## src/rtl/pipe_ctrl_if.sv

```systemverilog
// Interface between the pipeline controller and the rest of the core.
// The master modport is the core side and the slave modport is the controller.
interface pipe_ctrl_if #(
  parameter int ADDR_WIDTH = 32,
  parameter int CNT_WIDTH  = 32
);
  logic                  id_stallreq_i;
  logic                  ex_jump_flag_i;
  logic [ADDR_WIDTH-1:0] ex_jump_addr_i;
  logic                  ex_div_start_i;
  logic                  ex_div_ready_i;
  logic                  mem_busy_i;
  logic                  cnt_clr_i;
  logic [4:0]            stall_o;
  logic                  flush_o;
  logic                  pc_jump_o;
  logic [ADDR_WIDTH-1:0] pc_jump_addr_o;
  logic                  div_abort_o;
  logic [CNT_WIDTH-1:0]  stall_cnt_o;
  logic [CNT_WIDTH-1:0]  flush_cnt_o;
  logic                  state_o;

  // Handshake: ex_div_start_i and ex_div_ready_i are single-cycle pulses
  // from the divider, and there is no back-pressure. div_abort_o is a
  // single-cycle pulse that the divider must obey by cancelling its operation.
  modport master (
    output id_stallreq_i, ex_jump_flag_i, ex_jump_addr_i, ex_div_start_i,
           ex_div_ready_i, mem_busy_i, cnt_clr_i,
    input  stall_o, flush_o, pc_jump_o, pc_jump_addr_o, div_abort_o,
           stall_cnt_o, flush_cnt_o, state_o
  );

  modport slave (
    input  id_stallreq_i, ex_jump_flag_i, ex_jump_addr_i, ex_div_start_i,
           ex_div_ready_i, mem_busy_i, cnt_clr_i,
    output stall_o, flush_o, pc_jump_o, pc_jump_addr_o, div_abort_o,
           stall_cnt_o, flush_cnt_o, state_o
  );
endinterface

```

## src/rtl/pipe_ctrl.sv

```systemverilog
// Pipeline controller for the 5-stage core. It merges the stall and flush sources into
// a per-stage hold vector, runs the divider-wait timeout FSM and keeps stall/flush counters.
module pipe_ctrl #(
  parameter int ADDR_WIDTH  = 32,
  parameter int DIV_TIMEOUT = 40,
  parameter int CNT_WIDTH   = 32
) (
  input  logic      clk_i,
  input  logic      rst_n_i,
  pipe_ctrl_if.slave bus
);

  localparam int TW = $clog2(DIV_TIMEOUT);
  localparam logic [TW-1:0] TMO_LAST = TW'(DIV_TIMEOUT - 1);

  typedef enum logic {
    RUN      = 1'b0,
    DIV_WAIT = 1'b1
  } state_e;

  state_e               state_q, state_d;
  logic [TW-1:0]        tmo_q, tmo_d;
  logic                 abort_q, abort_d;
  logic [CNT_WIDTH-1:0] stall_cnt_q, stall_cnt_d;
  logic [CNT_WIDTH-1:0] flush_cnt_q, flush_cnt_d;

  logic [4:0]            stall;
  logic                  flush;
  logic                  pc_jump;
  logic [ADDR_WIDTH-1:0] pc_jump_addr;

  // Hold/flush merge. The outputs are forced quiet while reset is asserted.
  always_comb begin
    stall        = 5'b00000;
    flush        = 1'b0;
    pc_jump      = 1'b0;
    pc_jump_addr = '0;
    if (rst_n_i) begin
      if (bus.mem_busy_i) begin
        stall = 5'b01111;
      end else if (state_q == DIV_WAIT && !bus.ex_div_ready_i) begin
        stall = 5'b00111;
      end else if (bus.ex_jump_flag_i) begin
        flush        = 1'b1;
        pc_jump      = 1'b1;
        pc_jump_addr = bus.ex_jump_addr_i;
      end else if (bus.id_stallreq_i) begin
        stall = 5'b00011;
      end
    end
  end

  // Divider wait FSM. A memory stall does not freeze it, so ready or the
  // timeout is never missed.
  always_comb begin
    state_d = state_q;
    tmo_d   = tmo_q;
    abort_d = 1'b0;
    case (state_q)
      RUN: begin
        if (bus.ex_div_start_i && !bus.ex_div_ready_i && !bus.ex_jump_flag_i) begin
          state_d = DIV_WAIT;
          tmo_d   = '0;
        end
      end
      DIV_WAIT: begin
        if (bus.ex_div_ready_i) begin
          state_d = RUN;
        end else if (tmo_q == TMO_LAST) begin
          state_d = RUN;
          abort_d = 1'b1;
        end else begin
          tmo_d = tmo_q + 1'b1;
        end
      end
      default: state_d = RUN;
    endcase
  end

  // Saturating counters. A clear takes priority over an increment.
  always_comb begin
    stall_cnt_d = stall_cnt_q;
    flush_cnt_d = flush_cnt_q;
    if (bus.cnt_clr_i) begin
      stall_cnt_d = '0;
      flush_cnt_d = '0;
    end else begin
      if (stall != 5'b00000 && !(&stall_cnt_q)) stall_cnt_d = stall_cnt_q + 1'b1;
      if (flush && !(&flush_cnt_q))             flush_cnt_d = flush_cnt_q + 1'b1;
    end
  end

  always_ff @(posedge clk_i or negedge rst_n_i) begin
    if (!rst_n_i) begin
      state_q     <= RUN;
      tmo_q       <= '0;
      abort_q     <= 1'b0;
      stall_cnt_q <= '0;
      flush_cnt_q <= '0;
    end else begin
      state_q     <= state_d;
      tmo_q       <= tmo_d;
      abort_q     <= abort_d;
      stall_cnt_q <= stall_cnt_d;
      flush_cnt_q <= flush_cnt_d;
    end
  end

  assign bus.stall_o        = stall;
  assign bus.flush_o        = flush;
  assign bus.pc_jump_o      = pc_jump;
  assign bus.pc_jump_addr_o = pc_jump_addr;
  assign bus.div_abort_o    = abort_q;
  assign bus.stall_cnt_o    = stall_cnt_q;
  assign bus.flush_cnt_o    = flush_cnt_q;
  assign bus.state_o        = state_q;

endmodule

```

## src/flat_wrapper.sv

```systemverilog
// flat-port wrapper written by rule: the top's interface ports become plain ports
module pipe_ctrl_flat 
#(
  parameter int ADDR_WIDTH  = 32,
  parameter int DIV_TIMEOUT = 40,
  parameter int CNT_WIDTH   = 32
)
  (clk_i, rst_n_i, bus_id_stallreq_i, bus_ex_jump_flag_i, bus_ex_jump_addr_i, bus_ex_div_start_i, bus_ex_div_ready_i, bus_mem_busy_i, bus_cnt_clr_i, bus_stall_o, bus_flush_o, bus_pc_jump_o, bus_pc_jump_addr_o, bus_div_abort_o, bus_stall_cnt_o, bus_flush_cnt_o, bus_state_o);
  pipe_ctrl_if #(.ADDR_WIDTH(ADDR_WIDTH), .CNT_WIDTH(CNT_WIDTH)) bus_i ();
  input  logic clk_i;
  input  logic rst_n_i;
  input wire logic [$bits(bus_i.id_stallreq_i)-1:0] bus_id_stallreq_i;
  input wire logic [$bits(bus_i.ex_jump_flag_i)-1:0] bus_ex_jump_flag_i;
  input wire logic [$bits(bus_i.ex_jump_addr_i)-1:0] bus_ex_jump_addr_i;
  input wire logic [$bits(bus_i.ex_div_start_i)-1:0] bus_ex_div_start_i;
  input wire logic [$bits(bus_i.ex_div_ready_i)-1:0] bus_ex_div_ready_i;
  input wire logic [$bits(bus_i.mem_busy_i)-1:0] bus_mem_busy_i;
  input wire logic [$bits(bus_i.cnt_clr_i)-1:0] bus_cnt_clr_i;
  output wire logic [$bits(bus_i.stall_o)-1:0] bus_stall_o;
  output wire logic [$bits(bus_i.flush_o)-1:0] bus_flush_o;
  output wire logic [$bits(bus_i.pc_jump_o)-1:0] bus_pc_jump_o;
  output wire logic [$bits(bus_i.pc_jump_addr_o)-1:0] bus_pc_jump_addr_o;
  output wire logic [$bits(bus_i.div_abort_o)-1:0] bus_div_abort_o;
  output wire logic [$bits(bus_i.stall_cnt_o)-1:0] bus_stall_cnt_o;
  output wire logic [$bits(bus_i.flush_cnt_o)-1:0] bus_flush_cnt_o;
  output wire logic [$bits(bus_i.state_o)-1:0] bus_state_o;
  assign bus_i.id_stallreq_i = bus_id_stallreq_i;
  assign bus_i.ex_jump_flag_i = bus_ex_jump_flag_i;
  assign bus_i.ex_jump_addr_i = bus_ex_jump_addr_i;
  assign bus_i.ex_div_start_i = bus_ex_div_start_i;
  assign bus_i.ex_div_ready_i = bus_ex_div_ready_i;
  assign bus_i.mem_busy_i = bus_mem_busy_i;
  assign bus_i.cnt_clr_i = bus_cnt_clr_i;
  assign bus_stall_o = bus_i.stall_o;
  assign bus_flush_o = bus_i.flush_o;
  assign bus_pc_jump_o = bus_i.pc_jump_o;
  assign bus_pc_jump_addr_o = bus_i.pc_jump_addr_o;
  assign bus_div_abort_o = bus_i.div_abort_o;
  assign bus_stall_cnt_o = bus_i.stall_cnt_o;
  assign bus_flush_cnt_o = bus_i.flush_cnt_o;
  assign bus_state_o = bus_i.state_o;
  pipe_ctrl #(.ADDR_WIDTH(ADDR_WIDTH), .DIV_TIMEOUT(DIV_TIMEOUT), .CNT_WIDTH(CNT_WIDTH)) u_core (.clk_i(clk_i), .rst_n_i(rst_n_i), .bus(bus_i));
endmodule
```

## config.mk

```make
export PLATFORM = sky130hd
export DESIGN_NAME = pipe_ctrl_flat
export DESIGN_NICKNAME = d
export VERILOG_FILES = /design/src/rtl/pipe_ctrl_if.sv /design/src/rtl/pipe_ctrl.sv /design/src/flat_wrapper.sv
export SDC_FILE = /design/constraint.sdc
export NUM_CORES = 1
export LEC_CHECK = 0
export BUFFER_PORTS_ARGS = -buffer_cell sky130_fd_sc_hd__buf_4
export CORE_MARGIN = 2
export CORE_UTILIZATION = 41
export DETAILED_ROUTE_END_ITERATION = 6
export PLACE_DENSITY = 0.81
export REMOVE_ABC_BUFFERS = 1
export SLEW_MARGIN = 20
export SYNTH_ARGS = -nofsm -noshare
export SYNTH_HDL_FRONTEND = slang
export SYNTH_SLANG_ARGS = --single-unit
```

## constraint.sdc

```tcl
create_clock -name clk_i -period 2 [get_ports clk_i]
set_clock_uncertainty 0.1 [all_clocks]
set_input_delay 0.4 -clock clk_i [delete_from_list [all_inputs] [get_ports clk_i]]
set_output_delay 0.4 -clock clk_i [all_outputs]
set_load 0.02 [all_outputs]
```

==> flow_metrics.py <==
metrics = {
    "routing": {
        "wl_per_cell_um": 20.1,
        "drt_wl_total_mm": 18.6,
        "vias_per_cell": 6.00,
        "ant_nets": 0,
        "drtIter0Drc": 378,
        "drc": 0,
        "vias": 5540,
        "firstDrtPassIters": 5,
    },
    "worst_setup_path": {
        "critPathMaxStageDelay_ns": 0.39,
        "cp_cell_sequence": "nor2b_4 -> buf_6 -> buf_6 -> nor3_4 -> buf_6 -> buf_16 -> and2_1 -> buf_4",
        "critPathMaxFanout": 5,
        "crit_path_start_kind": "register",
        "cpMostUsedCell": "buf_6",
        "crit_arrival_ns": 1.85,
        "cp-end-kind": "output port",
        "required_ns": 1.50,
        "timing.rr.start": "u_core.bus.state_o$_DFF_PN0_",
        "worstSetupPathType": "register to output port",
        "crit_start": "u_core.bus.state_o$_DFF_PN0_",
        "critical_path_buf_inv_count": 5,
        "crit_path_top_delay_cell": "dfrtp_1",
        "cp_top_family": "buffers and inverters",
    },
    "synthesis": {
        "synthFlopType": "dfrtp_1",
        "synth-edff-count": 0,
        "syn_avg_cell_area_sq_um": 8.85,
        "synthCells": 490,
        "ys_ff_latch": 72,
        "ys_types": 51,
        "synth-seq-area-share": 0.415,
        "yosysWarnings": 0,
        "syn_area_sq_mm": 0.00434,
        "async_reset_ff_frac": 1.00,
    },
    "status": {
        "violations": "setup timing",
        "status": "finished with violations",
    },
    "layout": {
        "final_cell_mix": "buf_4 (230), dfrtp_1 (72), buf_6 (69), a21oi_2 (38), and2_4 (29)",
        "antenna_cells": 0,
        "drive_above_1_share": 0.621,
        "final_common_cell": "buf_4",
        "final_core_util": 0.782,
        "syn2layout_area_growth_pct": 85.3,
        "nets": 825,
        "post-route-cell-area_sq_mm": 0.00804,
    },
    "timing": {
        "tns_ns": -19.63,
        "slew_headroom": 0.411,
        "rsz0062_at_grt": "true",
        "fin_crit_ns": 2.35,
        "fin_crit_sh": 1.18,
        "tightest_slew_ns": 0.883,
        "hold_violations": 0,
        "slew_viol_final": 0,
        "setup_slack_ns": -0.354,
        "clock.fmax_ghz": 0.425,
        "finalSetupViolCount": 96,
    },
    "power_and_ir_drop": {
        "p_seq_frac": 0.468,
        "powerDensity_mw_per_mm2": 399,
        "switching_share": 0.266,
        "ir_drop_mv": 0.257,
        "p_leak_nw": 3.52,
        "power.switching_mw": 0.853,
        "comb_power_share": 0.152,
        "p_clk_frac": 0.379,
        "p_int_mw": 2.36,
    },
    "floorplanning": {
        "ios": 145,
        "row_count": 37,
        "die_height_um": 107,
        "core_sq_mm": 0.0103,
        "start_util": 0.422,
        "die_area_sq_mm": 0.0114,
        "die_w_um": 107,
    },
    "grt": {
        "track_usage": 0.271,
        "grt_pass1_vias": 5236,
        "grt_start_max_net_pins": 67,
        "antenna_found_initial": 0,
        "grt_pass1_wl_mm": 24.9,
        "overflow": 0,
    },
    "clock_tree": {
        "cts-root-buf": "clkbuf_8",
        "cts_made_buffers": 9,
        "tritoncts": "built",
        "path_clk_slew_ns": 0.08,
        "cts_sinks": 72,
        "worstSkewPairLatency_ns": 0.36,
        "cts_max_level": 3,
        "clockBufferDepth": 2,
    },
    "worst_hold_path": {
        "hp-class": "input pin to async pin",
    },
    "placement": {
        "globalplace.congestion": 0.900,
        "placed_cell_area_sq_mm": 0.00634,
        "io_buffers": 143,
        "dpl_worst_slack_ns": -0.223,
        "dpl.hpwl_mm": 9.98,
    },
    "job": {
        "maxCapViolCount": 0,
    },
}
## cell families (layout without fill, tap and decap cells)
family          Yosys count  in the layout  synth area share
simple gates            233            233             0.324
fa+ha+maj                 3              3           0.00866
compound gates          129            129             0.181
mux                       7              7            0.0188
other cells               1              1          0.000865
flops                    72             72             0.415
buf+inv                  41            338            0.0430
xor+xnor                  4              4           0.00808
## metal layers
layer | wire (um) | GRT usage | up-vias
li1 | - | - | 2427
met4 | 891 | 0.104 | 0
met2 | 9790 | 0.481 | 334
met5 | 0 | 0 | -
met1 | 6610 | 0.330 | 2687
met3 | 1290 | 0.0426 | 92
## registers in the layout, summed over array words and instances, names as in the netlist
signal,count
u_core.tmo_q,6
u_core.bus.flush_cnt_o,32
u_core.bus.stall_cnt_o,32
u_core.bus.state_o,1
u_core.bus.div_abort_o,1
## cells in the mapped netlist, drive strengths merged (4+ instances only)
cell type	number	area share
buf	10	0.016
nand4	24	0.036
nor2b	10	0.014
nor3	8	0.0092
nand2	31	0.027
or4	26	0.046
and2	35	0.050
o41ai	4	0.0098
inv	13	0.011
o31ai	24	0.043
o21ai	35	0.040
and3	5	0.0072
or3	32	0.046
and4	4	0.0081
a21oi	53	0.061
nand3	22	0.025
mux2	6	0.016
nor2	19	0.016
clkbuf	18	0.016
nor4	10	0.024
dfrtp	72	0.42
## worst paths after layout
check	endpoint	slack [ns]	cells after the start
max	bus_pc_jump_addr_o[6]	-0.35	8
min	u_core.bus.flush_cnt_o[31]$_DFFE_PN0P_	0.20	2
max reg2reg	u_core.bus.flush_cnt_o[22]$_DFFE_PN0P_	-0.30	9
min reg2reg	u_core.bus.flush_cnt_o[26]$_DFFE_PN0P_	0.48	2
max in group asynchronous	u_core.bus.flush_cnt_o[0]$_DFFE_PN0P_	0.91	4
min in group clk_i	u_core.tmo_q[2]$_DFFE_PN0P_	0.27	3
## cell type report
type	instances	area (sq um)
sequential	72	1800
multi-input combinational	377	3110
clock inverter	3	40.0
clock buffer	13	159
tap	136	170
fill	595	2240
inverter	13	48.8
timing repair buffer	309	2710
## what timing repair did
item	in CTS	in global routing
hold buffers	1	0
pin swaps	79	70
setup endpoints to repair	88	106
buffers inserted	23	23
resized for setup	140	128
cloned	5	3
endpoints found under the hold margin	6	0
## power by group through the flow
stage / Sequential [mW] / Clock (mW) / Combinational, mW
finish: 1.50 / 1.22 / 0.488
global route: 1.50 / 1.27 / 0.515
detailed placement: 1.53 / 0 / 0.345
global placement: 1.52 / 0 / 0.332
floorplan: 1.53 / 0 / 0.110
CTS: 1.50 / 1.20 / 0.409
## per-stage QoR
stage	hold slack [ns]	std cells	power (mW)
final	0.205	923	3.21
after floorplan	0.00441	462	1.64
after global routing	0.273	923	3.29
after global placement	0.343	856	1.86
after CTS	0.212	900	3.11
after detailed placement	0.352	856	1.87
Note: power is estimated with default switching activity, not from simulation.
